$ cat config.mk
export PLATFORM = sky130hd
export DESIGN_NAME = decoder_i_insn_alu
export DESIGN_NICKNAME = d
export VERILOG_FILES = /design/src/rtl/rv32i_pkg.sv /design/src/rtl/rv_field_extract.sv /design/src/rtl/decoder_i_insn_alu.sv
export SDC_FILE = /design/constraint.sdc
export NUM_CORES = 1
export LEC_CHECK = 0
export CAP_MARGIN = 10
export CELL_PAD_IN_SITES_DETAIL_PLACEMENT = 0
export CELL_PAD_IN_SITES_GLOBAL_PLACEMENT = 1
export CORE_UTILIZATION = 41
export CTS_BUF_LIST = sky130_fd_sc_hd__clkbuf_16
export DETAILED_ROUTE_END_ITERATION = 7
export DONT_BUFFER_PORTS = 1
export GPL_ROUTABILITY_DRIVEN = 0
export PLACE_DENSITY_LB_ADDON = 0.1
export SLEW_MARGIN = 15
export SYNTH_ARGS = -nofsm -noshare
export SYNTH_HDL_FRONTEND = slang
export SYNTH_HIERARCHICAL = 1
export SYNTH_SLANG_ARGS = --single-unit
$ cat constraint.sdc
create_clock -name clk -period 1.5 [get_ports clk]
set_input_delay 0.075 -clock clk [delete_from_list [all_inputs] [get_ports clk]]
set_output_delay 0.075 -clock clk [all_outputs]
set_load 0.01 [all_outputs]
$ cat src/rtl/rv32i_pkg.sv
// Shared RV32I decode constants and the registered OP-IMM control bundle
// used by the per-format decoders.
package rv32i_pkg;

  localparam int XLEN_RV32 = 32;

  localparam logic [6:0] OPCODE_OP_IMM = 7'b0010011;

  localparam logic [2:0] F3_ADD     = 3'b000;
  localparam logic [2:0] F3_SLL     = 3'b001;
  localparam logic [2:0] F3_SLT     = 3'b010;
  localparam logic [2:0] F3_SLTU    = 3'b011;
  localparam logic [2:0] F3_XOR     = 3'b100;
  localparam logic [2:0] F3_SRL_SRA = 3'b101;
  localparam logic [2:0] F3_OR      = 3'b110;
  localparam logic [2:0] F3_AND     = 3'b111;

  localparam logic [6:0] FUNCT7_ALT = 7'b0100000;

  typedef struct packed {
    logic                 sub_sra;
    logic [2:0]           alu_funct3;
    logic [XLEN_RV32-1:0] imm;
    logic [4:0]           shamt;
    logic [4:0]           rd;
    logic [4:0]           rs1;
    logic                 reg_we;
    logic                 valid;
  } opimm_dec_t;

  // Immediate shifts reuse imm[11:5] as funct7; only the base/alt patterns are legal.
  function automatic logic opimm_shift_legal(input logic [2:0] funct3,
                                             input logic [6:0] funct7);
    case (funct3)
      F3_SLL:     return (funct7 == 7'b0000000);
      F3_SRL_SRA: return (funct7 == 7'b0000000) || (funct7 == FUNCT7_ALT);
      default:    return 1'b1;
    endcase
  endfunction

endpackage

$ cat src/rtl/rv_field_extract.sv
// Combinational field slicer shared by the RV32I format decoders.
module rv_field_extract (
  input  logic [31:0] insn,
  output logic [6:0]  opcode,
  output logic [4:0]  rd,
  output logic [4:0]  rs1,
  output logic [2:0]  funct3,
  output logic [6:0]  funct7,
  output logic [11:0] imm_i
);

  assign opcode = insn[6:0];
  assign rd     = insn[11:7];
  assign funct3 = insn[14:12];
  assign rs1    = insn[19:15];
  assign funct7 = insn[31:25];
  assign imm_i  = insn[31:20];

endmodule

$ cat src/rtl/decoder_i_insn_alu.sv
// RV32I OP-IMM decoder: slices the instruction word and registers ALU control
// fields (sub_sra selects SRA) with one cycle of latency.
module decoder_i_insn_alu
  import rv32i_pkg::*;
#(
  parameter int XLEN = 32
) (
  input  logic            clk,
  input  logic            reset_n,
  input  logic [31:0]     insn,
  output logic            sub_sra,
  output logic [2:0]      alu_funct3,
  output logic [XLEN-1:0] imm,
  output logic [4:0]      shamt,
  output logic [4:0]      rd,
  output logic [4:0]      rs1,
  output logic            reg_we,
  output logic            valid
);

  logic [6:0]  f_opcode;
  logic [4:0]  f_rd;
  logic [4:0]  f_rs1;
  logic [2:0]  f_funct3;
  logic [6:0]  f_funct7;
  logic [11:0] f_imm_i;

  opimm_dec_t dec_d, dec_q;

  rv_field_extract u_fields (
    .insn   (insn),
    .opcode (f_opcode),
    .rd     (f_rd),
    .rs1    (f_rs1),
    .funct3 (f_funct3),
    .funct7 (f_funct7),
    .imm_i  (f_imm_i)
  );

  always_comb begin
    dec_d            = '0;
    // Raw fields pass through even for illegal encodings; only the qualifiers gate.
    dec_d.alu_funct3 = f_funct3;
    dec_d.imm        = {{(XLEN_RV32-12){f_imm_i[11]}}, f_imm_i};
    dec_d.shamt      = f_imm_i[4:0];
    dec_d.rd         = f_rd;
    dec_d.rs1        = f_rs1;
    dec_d.valid      = (f_opcode == OPCODE_OP_IMM) && opimm_shift_legal(f_funct3, f_funct7);
    // No SUBI exists, so insn[30] only matters for the right-shift funct3.
    dec_d.sub_sra    = dec_d.valid && (f_funct3 == F3_SRL_SRA) && f_funct7[5];
    dec_d.reg_we     = dec_d.valid && (f_rd != 5'd0);
  end

  always_ff @(posedge clk or negedge reset_n) begin
    if (!reset_n) dec_q <= '0;
    else          dec_q <= dec_d;
  end

  assign sub_sra    = dec_q.sub_sra;
  assign alu_funct3 = dec_q.alu_funct3;
  assign imm        = dec_q.imm;
  assign shamt      = dec_q.shamt;
  assign rd         = dec_q.rd;
  assign rs1        = dec_q.rs1;
  assign reg_we     = dec_q.reg_we;
  assign valid      = dec_q.valid;

endmodule

# [Word-level counts from Yosys, hierarchy flattened]
# Index checks and enable logic that the tools add are counted.
# W data, S select, Z words.
[word_totals] register_bits=33 inputBits=34 output_inout_bits=53 wordCells=20
[classes] eq_ne=4 mux=1 reduce_logical=7
[op_table] cell="$eq A7 B5 Y1 const B" n=1
[op_table] cell="$eq A7 B6 Y1 const B" n=1
[op_table] cell="$logic_not A7 Y1" n=1
[op_table] cell="$reduce_bool A5 Y1" n=1
[op_table] cell="$logic_and A1 B1 Y1" n=4
[op_table] cell="$eq A3 B1 Y1 const B" n=1
[op_table] cell="$eq A3 B3 Y1 const B" n=1
[op_table] cell="$pmux W1 S2" n=1
[op_table] cell="$logic_or A1 B1 Y1" n=1

# [Depth between registers and ports, before layout]
# Gate-level depths: netlist of the first run.
[logic_depth] word_depth=6 depth_mapped=4 depth_no_buf=3

# [Hierarchy]
# The synthesis of the first run kept the hierarchy.
[by_module_without_submodules] module="decoder_i_insn_alu" n_inst=1 cells_per_inst=69 area_each_um2=992.2
[by_module_without_submodules] module="rv_field_extract" n_inst=1 cells_per_inst=39 area_each_um2=292.8

# [Worst setup path before layout of the first run]
# No wires, ideal clock.
[synth_path] path_kind="input to register" from="input insn[7]" to="register dec_q, in the netlist reg_we" setup_time_ns=0.130 arrival_time_ns=0.821 t_required_ns=1.370 slack_ns=0.548 path_stages=4 path_buffers=1 cell_sequence="buf_4 > or4_1 > nor2_1 > a211oi_1"
[synth_lines] item="from (decl)" line_no="decoder_i_insn_alu.sv:10" text="input logic [31:0] insn,"
[synth_lines] item="to (signal assigned)" line_no="decoder_i_insn_alu.sv:55" text="if (!reset_n) dec_q <= '0;"
[synth_lines] item="to (signal assigned)" line_no="decoder_i_insn_alu.sv:56" text="else dec_q <= dec_d;"
[synth_lines] item="to (decl)" line_no="decoder_i_insn_alu.sv:28" text="opimm_dec_t dec_d, dec_q;"

==> metrics.txt, run 1 <==
Tot Pwr=1.71 mW; Post-Place Cells=76; Hold Fails Final Rpt=0; Via Count=509; post-route ant nets=0; Worst Setup EP=sub_sra; Synth area leader=dfrtp_1; ys async rst share=100%; ranking of synthesized cells by area=dfrtp_1 (55%), buf_4 (37%), nor3b_2 (0.97%), nor4_2 (0.97%), nor2_1 (0.88%); number of global-route vias before repair=564; antenna cell count=0; CTS max path bufs=2; multi-input logic area=100 um^2; syn_area_per_cell=11.9 um^2; Final #Nets=113; DR WL/cell=15.8 um; final period utilization=97.2%; clock transition at the registers of the reported paths=0.06 ns; Startpoint Class=input pin; worst slew pin tran=0.222 ns; layout cells sized above 1=11.5%; syn nets=142; library cells used by synthesis=16; area delta synth->final=-1.17%; Initial Util=45.0%; register area share after synthesis=54.5%; PostCTS Resize Cnt=0; dpl ws=0.621 ns; Tot GR Track Use=10.7%; Period minus WS final=1.46 ns; Final WS setup=0.0418 ns; Slew Limit Fails=0; violated checks=DRC; global-route wire length before repair=2590 um; die area=3360 um^2; Post-Layout Cell Count=109; most used cell along the critical path=dlygate4sd3_1; CP cell instances=dlygate4sd3_1, nor2_1, dlygate4sd3_1, nand3_1, nor4_1; Post-synth top flop=dfrtp_1; Reg area=702 um^2; CP endpoint kind=flop; final setup fails=0; max cap viols=0; io pins=87; Max stage delay cell, worst path=dlygate4sd3_1; Num CTS Buffers=3; antenna violations before repair=0; WP buf/inv=2; Net Sw Frac=19.2%; RSZ-0062 raised after global routing=no; Fmax achieved=686 MHz; crit path kind=input pin to flop; largest net degree at the start of global routing=29; Int Power=1.39 mW; filler instances=253; Global Route met1 Usage=9.80%; Gate power share=6.9%; Post-synth EDFFs=0; Sum Neg Setup Slack=0 ns; Data required, critical path=1.66 ns; Pwr per Cell Area=1350 nW/um^2; Crit path arrival time=1.62 ns; CTS Root Cell=clkbuf_16; Die Y=58.0 um; Port Buffers=0; GR Util met2=19.5%; # H-tree levels=1; crit-path leading delay family=buffers and inverters; core area=2850 um^2; min-delay worst type=input pin to flop; Die Wd=58.0 um; cells after synthesis=108; DR pass1 iterations=6; busiest grt layer=met2; grt total ovfl=0; stages on the worst setup path=5; largest stage delay on the critical path=0.56 ns; synthesized cell area=1280 um^2; row count=19; top cell type's share of synthesized area=54.5%; postcts setup bufs=0; Remaining DRCs=9; Leak Pwr=0.548 nW; Seq cells post-synth=28; DRT Wirelength=1730 um; maximum VDD drop=0.478 mV; Seq pwr share=48.3%; worst setup path startpoint=insn[2]; DR vias/cell=4.67; Starting DRT DRC Count=29; most common cell in the synthesized netlist=buf_4; top post-synthesis cells by count=buf_4 (64), dfrtp_1 (28), nor2_1 (3); clock sink count=28; number of synthesis warnings=6; final hold slack=0.00371 ns; Psw=0.329 mW; CTS tree=built; grt met3 use=4.46%; CP max FO=2; Relative slew margins=85.1%; status=finished, violations left; Clock power frac=44.8%
-- stage by stage --
stage | cell area [um^2] | util (%)
2_1_floorplan | 1280 | -
3_3_place_gp | 865 | 30.3
3_5_place_dp | 865 | 30.3
4_1_cts | 1270 | 44.5
5_1_grt | 1270 | 44.5
6_report | 1270 | 44.5
-- area by class of cell --
type | instances | share of cell area [%]
timing repair buffer | 30 | 25.2
clock inverter | 1 | 2.36
sequential | 28 | 55.3
clock buffer | 3 | 5.91
multi-input combinational | 15 | 7.88
inverter | 1 | 0.296
tap | 31 | 3.05
-- worst min-delay path by stage --
| stage | startpoint | end | slack (ns) | cells after the start |
|---|---|---|---|---|
| after floorplan | reset_n | alu_funct3[0] | -0.22 | 0 |
| after global placement | reset_n | shamt[1] | -0.22 | 0 |
| after detailed placement | reset_n | rs1[3] | -0.22 | 0 |
| after CTS | insn[5] | sub_sra | 0.004 | 3 |
| after global routing | insn[5] | sub_sra | 0.009 | 3 |
| final | insn[8] | reg_we | 0.004 | 2 |
-- layout by cell type, fill, tap and decap left out, drive strengths merged --
cell and instances:
dfrtp 28, nand3b 1, inv 1, a211oi 1, nand3 1, nor2b 1
clkbuf 3, bufinv 1, or4 1, dlygate4sd3 28, buf 2, nor3b 1
o2111ai 1, nor2 3, and2 1, a21oi 1, nand2 1, nor4 2
-- what timing repair did --
action                                  in CTS  in global routing
hold endpoints to repair                    54                  0
endpoints found under the setup margin       0                  0
hold buffers                                29                  0
-- power by group through the flow --
stage               logic, mW  clock network [mW]  registers [mW]
floorplan               0.152                   0           0.839
global placement       0.0395                   0           0.843
detailed placement     0.0399                   0           0.843
CTS                     0.121               0.788           0.828
global route            0.131               0.825           0.830
finish                  0.118               0.769           0.827
-- logic make-up after synthesis --
| group | after synthesis | synth area share, % |
|---|---|---|
| buffers and inverters | 65 | 37.7 |
| DFF | 28 | 54.5 |
| and+or+nand+nor | 12 | 6.13 |
| AOI/OAI and AO/OA | 3 | 1.66 |
-- flip-flops by register name, indices dropped and copies added (netlist names) --
signal      flops
shamt           4
reg_we          1
rs1             5
valid           1
sub_sra         1
alu_funct3      3
imm             8
rd              5
-- metal layers --
metal / vias to the layer above / part of all wire [%]
li1: 216 / -
met1: 240 / 31
met2: 49 / 54
met3: 4 / 12
met4: 0 / 2.1
met5: - / 0
Note: power is estimated with default switching activity, not from simulation.
==> inputs of run 2 (changes only) <==
--- a/config.mk
+++ b/config.mk
@@ -13,6 +13,7 @@
 export DETAILED_ROUTE_END_ITERATION = 7
 export DONT_BUFFER_PORTS = 1
 export GPL_ROUTABILITY_DRIVEN = 0
+export MAX_ROUTING_LAYER = met4
 export PLACE_DENSITY_LB_ADDON = 0.1
 export SLEW_MARGIN = 15
 export SYNTH_ARGS = -nofsm -noshare
==> metrics.txt, run 2 (synthesized netlist as in run 1, its figures left out) <==
cts hold-fix bufs=29; Die Y=58.0 um; Sum Neg Setup Slack=0 ns; CP max FO=2; antenna cell count=0; Pwr per Cell Area=1350 nW/um^2; most frequent cells in the layout=dlygate4sd3_1 (28), dfrtp_1 (27), nor2_1 (3), clkbuf_16 (3), buf_12 (2); Hold Fails Final Rpt=0; grt total ovfl=0; Num CTS Buffers=3; Finished Cell Area=1270 um^2; antenna violations before repair=0; crit-path leading delay family=buffers and inverters; status=finished, violations left; CTS tree=built; commonest non-fill, non-tap cell in the layout=dlygate4sd3_1; Initial Util=45.0%; most used cell along the critical path=dlygate4sd3_1; Seq pwr share=48.3%; dpl cell area=865 um^2; Die Wd=58.0 um; Post-Layout Cell Count=109; DR pass1 iterations=6; Psw=0.329 mW; Clock power frac=44.8%; area delta synth->final=-1.17%; global-route wire length before repair=2590 um; Post-Place Cells=76; Startpoint Class=input pin; # H-tree levels=1; Crit path arrival time=1.62 ns; max cap viols=0; WP buf/inv=2; Period minus WS final=1.46 ns; final setup fails=0; Tot GR Track Use=11.1%; Int Power=1.39 mW; CP cell instances=dlygate4sd3_1, nor2_1, dlygate4sd3_1, nand3_1, nor4_1; DRT Wirelength=1750 um; PostCTS Resize Cnt=0; final period utilization=97.2%; Gate power share=6.9%; clock sink count=28; Fmax achieved=686 MHz; Largest register FFs=8; Data required, critical path=1.66 ns; post-route ant nets=0; maximum VDD drop=0.477 mV; Net Sw Frac=19.2%; CTS max path bufs=2; worst slew pin tran=0.222 ns; Via Count=504; Starting DRT DRC Count=28; CTS Root Cell=clkbuf_16; RSZ-0062 raised after global routing=no; largest net degree at the start of global routing=29; core area=2850 um^2; row count=19; violated checks=DRC; DR WL/cell=16.0 um; layout cells sized above 1=11.5%; number of global-route vias before repair=567; DR vias/cell=4.62; Relative slew margins=85.1%; die area=3360 um^2; Max stage delay cell, worst path=dlygate4sd3_1; io pins=87; Slew Limit Fails=0; Leak Pwr=0.548 nW; largest stage delay on the critical path=0.56 ns; crit path kind=input pin to flop; Remaining DRCs=9; Port Buffers=0; min-delay worst type=input pin to flop; Final #Nets=113; postcts setup bufs=0; clock transition at the registers of the reported paths=0.06 ns; CP endpoint kind=flop
run 2: cell counts in the layout (fill, tap and decap cells not counted):
Identical to the previous run, type by type.
run 2: final cells by class:
cell class | instances | area [um^2]
clock buffer | 3 | 75.1
clock inverter | 1 | 30.0
fill | 253 | 1580
inverter | 1 | 3.75
multi-input combinational | 15 | 100
sequential | 28 | 702
tap | 31 | 38.8
timing repair buffer | 30 | 320
run 2: power groups by stage:
stage                     clock network, mW  registers [mW]  logic, mW
after floorplan                           0           0.839      0.152
after global placement                    0           0.843     0.0395
after detailed placement                  0           0.843     0.0399
after CTS                             0.788           0.828      0.121
after global routing                  0.825           0.830      0.131
final                                 0.768           0.827      0.119
run 2: stage by stage:
| stage | worst slack (ns) | hold slack [ns] | total power [mW] | utilization [%] |
|---|---|---|---|---|
| 3_3_place_gp | 0.621 | -0.220 | 0.883 | 30.3 |
| 2_1_floorplan | 0.548 | -0.221 | 0.990 | - |
| 5_1_grt | 0.00500 | 0.00857 | 1.79 | 44.5 |
| 4_1_cts | 0.0393 | 0.00379 | 1.74 | 44.5 |
| 6_report | 0.0418 | 0.00415 | 1.71 | 44.5 |
| 3_5_place_dp | 0.621 | -0.220 | 0.883 | 30.3 |
run 2: final timing paths:
kind	end	cells after the start	slack, ns	startpoint
setup / recovery	sub_sra	5	0.04	insn[2]
min in group asynchronous	rd[1]	2	0.26	reset_n
max in group asynchronous	imm[11]	2	1.07	reset_n
hold / removal	reg_we	2	0.004	insn[8]
run 2: metal layers:
metal	GRT usage [%]	routed length, um	vias up
met5	-	0	-
met4	6.46	36	0
met3	3.35	181	4
met2	19.9	933	47
met1	10.4	596	237
li1	-	-	216
